File: src/rtl/hazard_scoreboard_pkg.sv
// Shared encodings and shadow-stage bundles
// for the D-stage hazard scoreboard.
package hazard_scoreboard_pkg;

  localparam logic [5:0] OP_SPECIAL = 6'h00;
  localparam logic [5:0] OP_JAL     = 6'h03;
  localparam logic [5:0] OP_BEQ     = 6'h04;
  localparam logic [5:0] OP_ORI     = 6'h0d;
  localparam logic [5:0] OP_LUI     = 6'h0f;
  localparam logic [5:0] OP_LW      = 6'h23;
  localparam logic [5:0] OP_SW      = 6'h2b;

  localparam logic [5:0] FN_JR      = 6'h08;
  localparam logic [5:0] FN_ADDU    = 6'h21;
  localparam logic [5:0] FN_SUBU    = 6'h23;
  localparam logic [5:0] FN_CMCO    = 6'h3f;

  localparam logic [1:0] SEL_NONE   = 2'd0;
  localparam logic [1:0] SEL_NEAR   = 2'd1;
  localparam logic [1:0] SEL_FAR    = 2'd2;

  typedef struct packed {
    logic [4:0] a3;
    logic [1:0] tnew;
    logic [4:0] rs;
    logic [4:0] rt;
  } stage_t;

  typedef struct packed {
    logic [1:0] tuse_rs;
    logic [1:0] tuse_rt;
    logic [4:0] rs;
    logic [4:0] rt;
    logic [4:0] a3;
    logic [1:0] tnew;
  } decode_t;

  function automatic logic hit(
    input logic [4:0] a3,
    input logic [4:0] src
  );
    return (src != 5'd0) && (a3 == src);
  endfunction

endpackage

File: src/rtl/hazard_scoreboard_tuse.sv
// Decodes the D-stage IR into operand use
// times, masked source indices and Tnew.
module hazard_scoreboard_tuse
  import hazard_scoreboard_pkg::*;
#(
  parameter logic [4:0] RA_IDX = 5'd31
) (
  input  logic [31:0] instr,
  output decode_t     dec
);

  logic [5:0] op;
  logic [5:0] fn;
  logic [4:0] f_rs;
  logic [4:0] f_rt;
  logic [4:0] f_rd;
  logic       special;
  logic       addu, subu, cmco, jr;
  logic       ori, lui, lw, sw;
  logic       beq, jal;
  logic       unused_shamt;

  assign op      = instr[31:26];
  assign fn      = instr[5:0];
  assign f_rs    = instr[25:21];
  assign f_rt    = instr[20:16];
  assign f_rd    = instr[15:11];
  assign special = (op == OP_SPECIAL);

  assign addu = special && (fn == FN_ADDU);
  assign subu = special && (fn == FN_SUBU);
  assign cmco = special && (fn == FN_CMCO);
  assign jr   = special && (fn == FN_JR);
  assign ori  = (op == OP_ORI);
  assign lui  = (op == OP_LUI);
  assign lw   = (op == OP_LW);
  assign sw   = (op == OP_SW);
  assign beq  = (op == OP_BEQ);
  assign jal  = (op == OP_JAL);

  assign unused_shamt = ^instr[10:6];

  // Per-class use times, destination and
  // result latency; unused sources read as 0.
  always_comb begin
    dec = '0;
    unique case (1'b1)
      addu, subu, cmco: begin
        dec.rs      = f_rs;
        dec.rt      = f_rt;
        dec.tuse_rs = 2'd1;
        dec.tuse_rt = 2'd1;
        dec.a3      = f_rd;
        dec.tnew    = 2'd1;
      end
      ori: begin
        dec.rs      = f_rs;
        dec.tuse_rs = 2'd1;
        dec.a3      = f_rt;
        dec.tnew    = 2'd1;
      end
      lui: begin
        dec.a3      = f_rt;
        dec.tnew    = 2'd1;
      end
      lw: begin
        dec.rs      = f_rs;
        dec.tuse_rs = 2'd1;
        dec.a3      = f_rt;
        dec.tnew    = 2'd2;
      end
      sw: begin
        dec.rs      = f_rs;
        dec.rt      = f_rt;
        dec.tuse_rs = 2'd1;
        dec.tuse_rt = 2'd2;
      end
      beq: begin
        dec.rs      = f_rs;
        dec.rt      = f_rt;
      end
      jr: begin
        dec.rs      = f_rs;
      end
      jal: begin
        dec.a3      = RA_IDX;
      end
      default: dec = '0;
    endcase
  end

endmodule

File: src/rtl/hazard_scoreboard.sv
// Consumer-side hazard unit: E/M/W shadow
// stages, stall compare and forward selects.
module hazard_scoreboard
  import hazard_scoreboard_pkg::*;
#(
  parameter logic [4:0] RA_IDX = 5'd31
) (
  input  logic        clk,
  input  logic        reset,
  input  logic [31:0] instr_d,
  output logic        stall,
  output logic [1:0]  fwd_rs_d,
  output logic [1:0]  fwd_rt_d,
  output logic [1:0]  fwd_rs_e,
  output logic [1:0]  fwd_rt_e,
  output logic        fwd_rt_m
);

  decode_t dec;
  stage_t  e_q, e_d;
  stage_t  m_q, m_d;
  stage_t  w_q, w_d;
  logic    unused_bits;

  hazard_scoreboard_tuse #(
    .RA_IDX (RA_IDX)
  ) u_tuse (
    .instr (instr_d),
    .dec   (dec)
  );

  assign unused_bits = ^{w_q.tnew, w_q.rs,
                         w_q.rt, m_q.rs};

  // Stage advance: bubble into E on stall,
  // Tnew counts down toward 0.
  always_comb begin
    e_d = '0;
    if (!stall) begin
      e_d.a3   = dec.a3;
      e_d.tnew = dec.tnew;
      e_d.rs   = dec.rs;
      e_d.rt   = dec.rt;
    end
    m_d = e_q;
    if (e_q.tnew != 2'd0)
      m_d.tnew = e_q.tnew - 2'd1;
    w_d      = m_q;
    w_d.tnew = 2'd0;
  end

  // Shadow registers for the E/M/W occupants.
  always_ff @(posedge clk) begin
    if (reset) begin
      e_q <= '0;
      m_q <= '0;
      w_q <= '0;
    end else begin
      e_q <= e_d;
      m_q <= m_d;
      w_q <= w_d;
    end
  end

  // Stall when a source is needed before the
  // E or M producer can deliver it.
  always_comb begin
    stall = 1'b0;
    if (hit(e_q.a3, dec.rs) &&
        dec.tuse_rs < e_q.tnew)
      stall = 1'b1;
    if (hit(e_q.a3, dec.rt) &&
        dec.tuse_rt < e_q.tnew)
      stall = 1'b1;
    if (hit(m_q.a3, dec.rs) &&
        dec.tuse_rs < m_q.tnew)
      stall = 1'b1;
    if (hit(m_q.a3, dec.rt) &&
        dec.tuse_rt < m_q.tnew)
      stall = 1'b1;
  end

  // D selects: nearest match wins; a pending
  // near producer blocks older data.
  always_comb begin
    fwd_rs_d = SEL_NONE;
    fwd_rt_d = SEL_NONE;
    if (hit(e_q.a3, dec.rs)) begin
      if (e_q.tnew == 2'd0)
        fwd_rs_d = SEL_NEAR;
    end else if (hit(m_q.a3, dec.rs) &&
                 m_q.tnew == 2'd0) begin
      fwd_rs_d = SEL_FAR;
    end
    if (hit(e_q.a3, dec.rt)) begin
      if (e_q.tnew == 2'd0)
        fwd_rt_d = SEL_NEAR;
    end else if (hit(m_q.a3, dec.rt) &&
                 m_q.tnew == 2'd0) begin
      fwd_rt_d = SEL_FAR;
    end
  end

  // E and M selects from the later stages.
  always_comb begin
    fwd_rs_e = SEL_NONE;
    fwd_rt_e = SEL_NONE;
    if (hit(m_q.a3, e_q.rs)) begin
      if (m_q.tnew == 2'd0)
        fwd_rs_e = SEL_NEAR;
    end else if (hit(w_q.a3, e_q.rs)) begin
      fwd_rs_e = SEL_FAR;
    end
    if (hit(m_q.a3, e_q.rt)) begin
      if (m_q.tnew == 2'd0)
        fwd_rt_e = SEL_NEAR;
    end else if (hit(w_q.a3, e_q.rt)) begin
      fwd_rt_e = SEL_FAR;
    end
    fwd_rt_m = hit(w_q.a3, m_q.rt);
  end

endmodule

File: config.mk
export PLATFORM = sky130hd
export DESIGN_NAME = hazard_scoreboard
export DESIGN_NICKNAME = d
export VERILOG_FILES = /design/src/rtl/hazard_scoreboard_pkg.sv /design/src/rtl/hazard_scoreboard_tuse.sv /design/src/rtl/hazard_scoreboard.sv
export SDC_FILE = /design/constraint.sdc
export NUM_CORES = 1
export LEC_CHECK = 0
export CAP_MARGIN = 20
export CORE_UTILIZATION = 46
export CTS_CLUSTER_SIZE = 8
export DETAILED_ROUTE_END_ITERATION = 12
export PLACE_DENSITY = 0.76
export SYNTH_ARGS = -nofsm -noshare
export SYNTH_HDL_FRONTEND = slang
export SYNTH_SLANG_ARGS = --single-unit
File: constraint.sdc
create_clock -name clk -period 2.3 [get_ports clk]
set_clock_uncertainty 0.1 [all_clocks]
set_input_delay 0.23 -clock clk [delete_from_list [all_inputs] [get_ports clk]]
set_output_delay 0.23 -clock clk [all_outputs]
set_load 0.01 [all_outputs]
; After elaboration in Yosys (flattened, before gate mapping)
; Index checks and enable logic that the tools add are counted.
[word_totals]
regBits = 34
input_bits = 34
out_inout_bits = 10
wordCells = 88
[classes]
add_sub_neg = 1
magnitude_cmp = 4
n_eq_ne = 19
n_mux = 21
n_reduce_logical = 35
[ops]
columns = op, count
row1 = equality test 5 bit, 9
row2 = "equality test 6 bit, second input constant", 5
row3 = nonzero test 5 bit, 5
row4 = logical AND 1 bit, 19
row5 = "equality test 6 x 4 -> 1 bit, second input constant", 3
row6 = two-way mux 2 bit, 9
row7 = case mux 5 bit (3 select lines), 1
row8 = two-way mux 5 bit, 2
row9 = OR reduction 5 bit, 2
row10 = < comparator 2 bit, 4
row11 = case mux 2 bit (2 select lines), 2
row12 = OR reduction 8 bit, 1
row13 = two-way mux 1 bit, 7
row14 = "equality test 6 x 2 -> 1 bit, second input constant", 1
row15 = "equality test 6 x 3 -> 1 bit, second input constant", 1
row16 = zero test 6 bit, 1
row17 = OR reduction 3 bit, 2
row18 = OR reduction 6 bit, 1
row19 = zero test 2 bit, 2
row20 = nonzero test 2 bit, 1
row21 = OR reduction 2 bit, 1
row22 = "subtractor 2 x 1 -> 2 bit, second input constant", 1

; Logic depth before layout (Yosys ltp)
[logic_depth]
ltp_word = 12
mapped_depth = 9
mapped_depth_nobuf = 7

; By module
; From an unflattened synthesis, not the netlist that was laid out.
[hier_totals]
hier_cells = 258
hier_area_um2 = 2296.0
[modules_own_cells]
columns = mod, instances, cells_each, area_per_inst_um2, seq_area_each_um2
row1 = hazard_scoreboard, 1, 206, 1911.8, 680.7
row2 = hazard_scoreboard_tuse, 1, 52, 384.1, 0.0

; Worst setup path before layout
; No wires, ideal clock.
[synth_path]
kind = input port to output port
start = input instr_d[29]
end = output stall
arrival_ns = 2.181
t_required_ns = 1.970
slack_ns = -0.211
stages = 8
path_buffers = 2
cell_sequence = buf_6 -> or4_4 -> a2111oi_4 -> or2b_1 -> a211oi_1 -> o211a_1 -> buf_6 -> or2_2
[synth_between]
elab_chain_len = 11
word_cells_on_any_way = 39
classes_between = order compare: 4 / eq/ne: 8 / mux: 8 / reduce/logical: 19
[synth_rtl]
columns = item, line
row1 = start: declaration, hazard_scoreboard.sv:10  ; input logic [31:0] instr_d,
row2 = zero test 6 bit, hazard_scoreboard_tuse.sv:28  ; assign special = (op == OP_SPECIAL);
row3 = logical AND 1 bit (on tied branches), n/a
row4 = OR reduction 8 bit (no source line), n/a
row5 = two-way mux 5 bit, hazard_scoreboard_tuse.sv:47  ; unique case (1'b1)
row6 = equality test 5 bit or nonzero test 5 bit (tied branches), hazard_scoreboard_pkg.sv:42  ; return (src != 5'd0) && (a3 == src);
row7 = logical AND 1 bit, hazard_scoreboard_pkg.sv:42
row8 = logical AND 1 bit, hazard_scoreboard.sv:69  ; if (hit(e_q.a3, dec.rs) &&
row9 = two-way mux 1 bit, hazard_scoreboard.sv:69
row10 = two-way mux 1 bit, hazard_scoreboard.sv:72  ; if (hit(e_q.a3, dec.rt) &&
row11 = two-way mux 1 bit, hazard_scoreboard.sv:75  ; if (hit(m_q.a3, dec.rs) &&
row12 = two-way mux 1 bit *, hazard_scoreboard.sv:78  ; if (hit(m_q.a3, dec.rt) &&
row13 = end: declaration, hazard_scoreboard.sv:11  ; output logic stall,
; Mark *: on every way between the ends. The rest lies on a longest branch, timed or not.

; Worst setup path in the final report
[layout_path]
start = input instr_d[28]
end = output stall
; Same word-level chain as after synthesis.

==> impl_metrics.yaml <==
routing:
  highest_layer: "met4"
  first_pass_iters: 4
  wl_per_cell_um: 15.1
  wl_met2_mm: 2.71
  drc: 0
  antenna_left: 0
  vias: 1998
  viasPerCell: 5.39
  wl_met1_mm: 2.48
  drt_iter0_markers: 99
  drt_wl_total_mm: 5.60
  routed-wl-met3_um: 252
run:
  max-cap-violations: 0
setup_path:
  path_cells: "buf_6, or4_4, a2111oi_4, buf_4, or2b_1, a211oi_2, o211a_1, or2_4, buf_6"
  cp_common_cell: "buf_6"
  critPathBufInv: 3
  worstSetupPathType: "in2out"
  cp_slowest_cell: "or4_4"
  cp.required_ns: 1.97
  cp_max_fo: 5
  cpLargestDelayFamily: "simple AND/OR/NAND/NOR gates"
  critical-path-max-stage-delay_ns: 0.55
  arrival_ns: 2.18
  startpoint_type: "primary input"
  worstSetupEndpointType: "output pin"
yosys:
  synth_top_area_frac: 0.329
  synthArstFlopShare: 0
  syn-num-nets: 263
  yosys.area.top_type: "dfxtp_1"
  ys_ff_latch: 34
  synth_area_per_cell_um2: 9.12
  synth_edf_count: 0
  ys_types: 47
  yosysSeqAreaShare: 0.329
  synth-main-ff-cell: "dfxtp_1"
  yosys_warnings: 0
  yosys-top-cells-area: "dfxtp_1, xor2_1, xnor2_1, nor2b_1, nor4_1"
  syn-cell-area_um2: 2070
  synthCells: 227
  yosys.cell_count.top_type: "dfxtp_1"
  synth_commonest_cells: "dfxtp_1, xor2_1, xnor2_1, nor2b_1, nor3_1"
cells_and_area:
  finish.utilization: 0.703
  flow.area_growth_from_synthesis_pct: 46.9
  multi_input_area_um2: 1430
  diodes: 0
  drive_above_1_share: 0.357
  seq_area_um2: 686
  final_cells: 371
  nFillCells: 337
  design_area_um2: 3040
  nNetsFinal: 354
sta:
  setup_viol: 1
  min_period_ns: 2.51
  min_period_over_period: 1.09
  maxSlewHeadroom: 0.686
  rsz0062_at_grt: "true"
  hold_violations: 0
  max_freq_mhz: 398
  slew_violations: 0
  fin_ws_ns: -0.212
  worst_slew_pin_slew_ns: 0.467
global_route:
  grtUsageTotal: 0.239
  grt_pass1_vias: 2055
  grt_max_degree: 35
  antenna_found_initial: 0
  grt_pass1_wl_mm: 9.20
  grt_overflow: 0
placement:
  hpwl_mm: 4.22
  dpl_cell_area_um2: 2840
  io_buffers: 38
  place_ws_ns: -0.918
  dp.cells: 356
  place.gp.congestion: 0.831
die:
  die_h_um: 69.1
  die_area_um2: 4770
  coreArea_um2: 4320
  die_w_um: 69.1
  start_util: 0.479
  rows: 24
  io_pins: 44
clock_network:
  cts_tree: "built"
  cts_sinks: 34
  clkSlewWorstSetupHoldPaths_ns: 0.06
  cts_buffer_depth: 2
  cts_hold_buf: 0
  clock_latency_ns: 0.29
  root_buffer: "clkbuf_8"
  htree_num_levels: 2
  numCtsBuffers: 5
pwr:
  vdd_ir_drop_max_uv: 200
  power_density_nw_per_um2: 414
  leakagePower_nw: 1.29
outcome:
  violations: "setup timing"
  status: "finished with violations"
hold_path:
  min_path_type: "in2reg"
## worst paths after layout
kind | endpoint | depth (start not counted) | start | slack [ns]
setup / recovery | stall | 9 | instr_d[28] | -0.21
hold / removal | e_q[11] | 3 | instr_d[29] | 0.19
setup reg to reg | e_q[10] | 7 | m_q[16] | 0.28
hold reg to reg | m_q[16] | 1 | e_q[16] | 0.41
## sequential cells by signal, summed over array words and instances (netlist names)
signal  count
e_q        17
m_q        12
w_q         5
## power breakdown
| part | total (W) | internal (W) | leakage, nW | switching (W) |
|---|---|---|---|---|
| clock network | 0.000449 | 0.000240 | 0.0472 | 0.000209 |
| registers | 0.000599 | 0.000594 | 0.276 | 0.00000540 |
| logic | 0.000209 | 0.000117 | 0.967 | 0.0000926 |
| total | 0.00126 | 0.000950 | 1.29 | 0.000307 |
## cell families after synthesis
| logic type | Yosys count | synth area share |
|---|---|---|
| flops | 34 | 0.329 |
| simple gates | 109 | 0.330 |
| buf+inv | 15 | 0.0417 |
| xor+xnor | 45 | 0.190 |
| fa+ha+maj | 2 | 0.0121 |
| compound gates | 22 | 0.0973 |
## cells in the final DEF (no fill, tap or decap), types with 4 or more instances in the layout
cell type        Yosys  layout
nand2b_1             5       5
buf_2                0       6
dlygate4sd2_1        0       6
xnor2_1             21      21
clkdlybuf4s50_1      0      17
nor4_2               3       5
nor2_1              12      10
nand3b_1             5       5
nor3_2               0       5
nor4_1              15      11
nand2_1              7       6
clkbuf_2             0       7
buf_4                1      57
dfxtp_1             34      30
a221oi_1             5       5
nand3_1              7       7
dfxtp_2              0       4
nor3_1              16      11
nor2b_1             16      16
clkbuf_8             0       6
xor2_1              24      24
## area by class of cell
cell class,instances,area share
Clock inverter,2,0.00412
Tap cell,52,0.0214
Inverter,3,0.00370
Sequential cell,34,0.226
Timing Repair Buffer,96,0.247
Multi-Input combinational cell,178,0.472
Clock buffer,6,0.0272
## worst register-to-register path, delay by kind of cell (launching register included)
kind / cells / cell delay, ns
XOR/XNOR: 1 / 0.14
AND/OR/NAND/NOR: 3 / 0.53
flip-flops: 1 / 0.41
AO/OA/AOI/OAI: 2 / 0.40
buffers and inverters: 1 / 0.29
## per-stage QoR
stage          power, W  hold slack, ns  setup TNS [ns]
2_1_floorplan  0.000687           0.263          -0.466
3_3_place_gp   0.000809           0.400          -10.87
3_5_place_dp   0.000814           0.397          -12.77
4_1_cts         0.00126           0.317          -0.187
5_1_grt         0.00131           0.208          -0.290
6_report        0.00126           0.185          -0.212
## metal layers
metal | up-vias | global-route usage
met4 | 0 | 0.0975
met2 | 53 | 0.409
met1 | 931 | 0.291
li1 | 994 | -
met3 | 20 | 0.0453
met5 | - | 0
## repair_timing
| action | CTS | global route |
|---|---|---|
| hold endpoints to repair | 0 | 0 |
| pin swaps | 12 | 8 |
| resized for setup | 65 | 23 |
| setup buffers | 5 | 3 |
| endpoints found under the setup margin | 26 | 23 |
No activity file was read; power rests on OpenSTA's default activity.
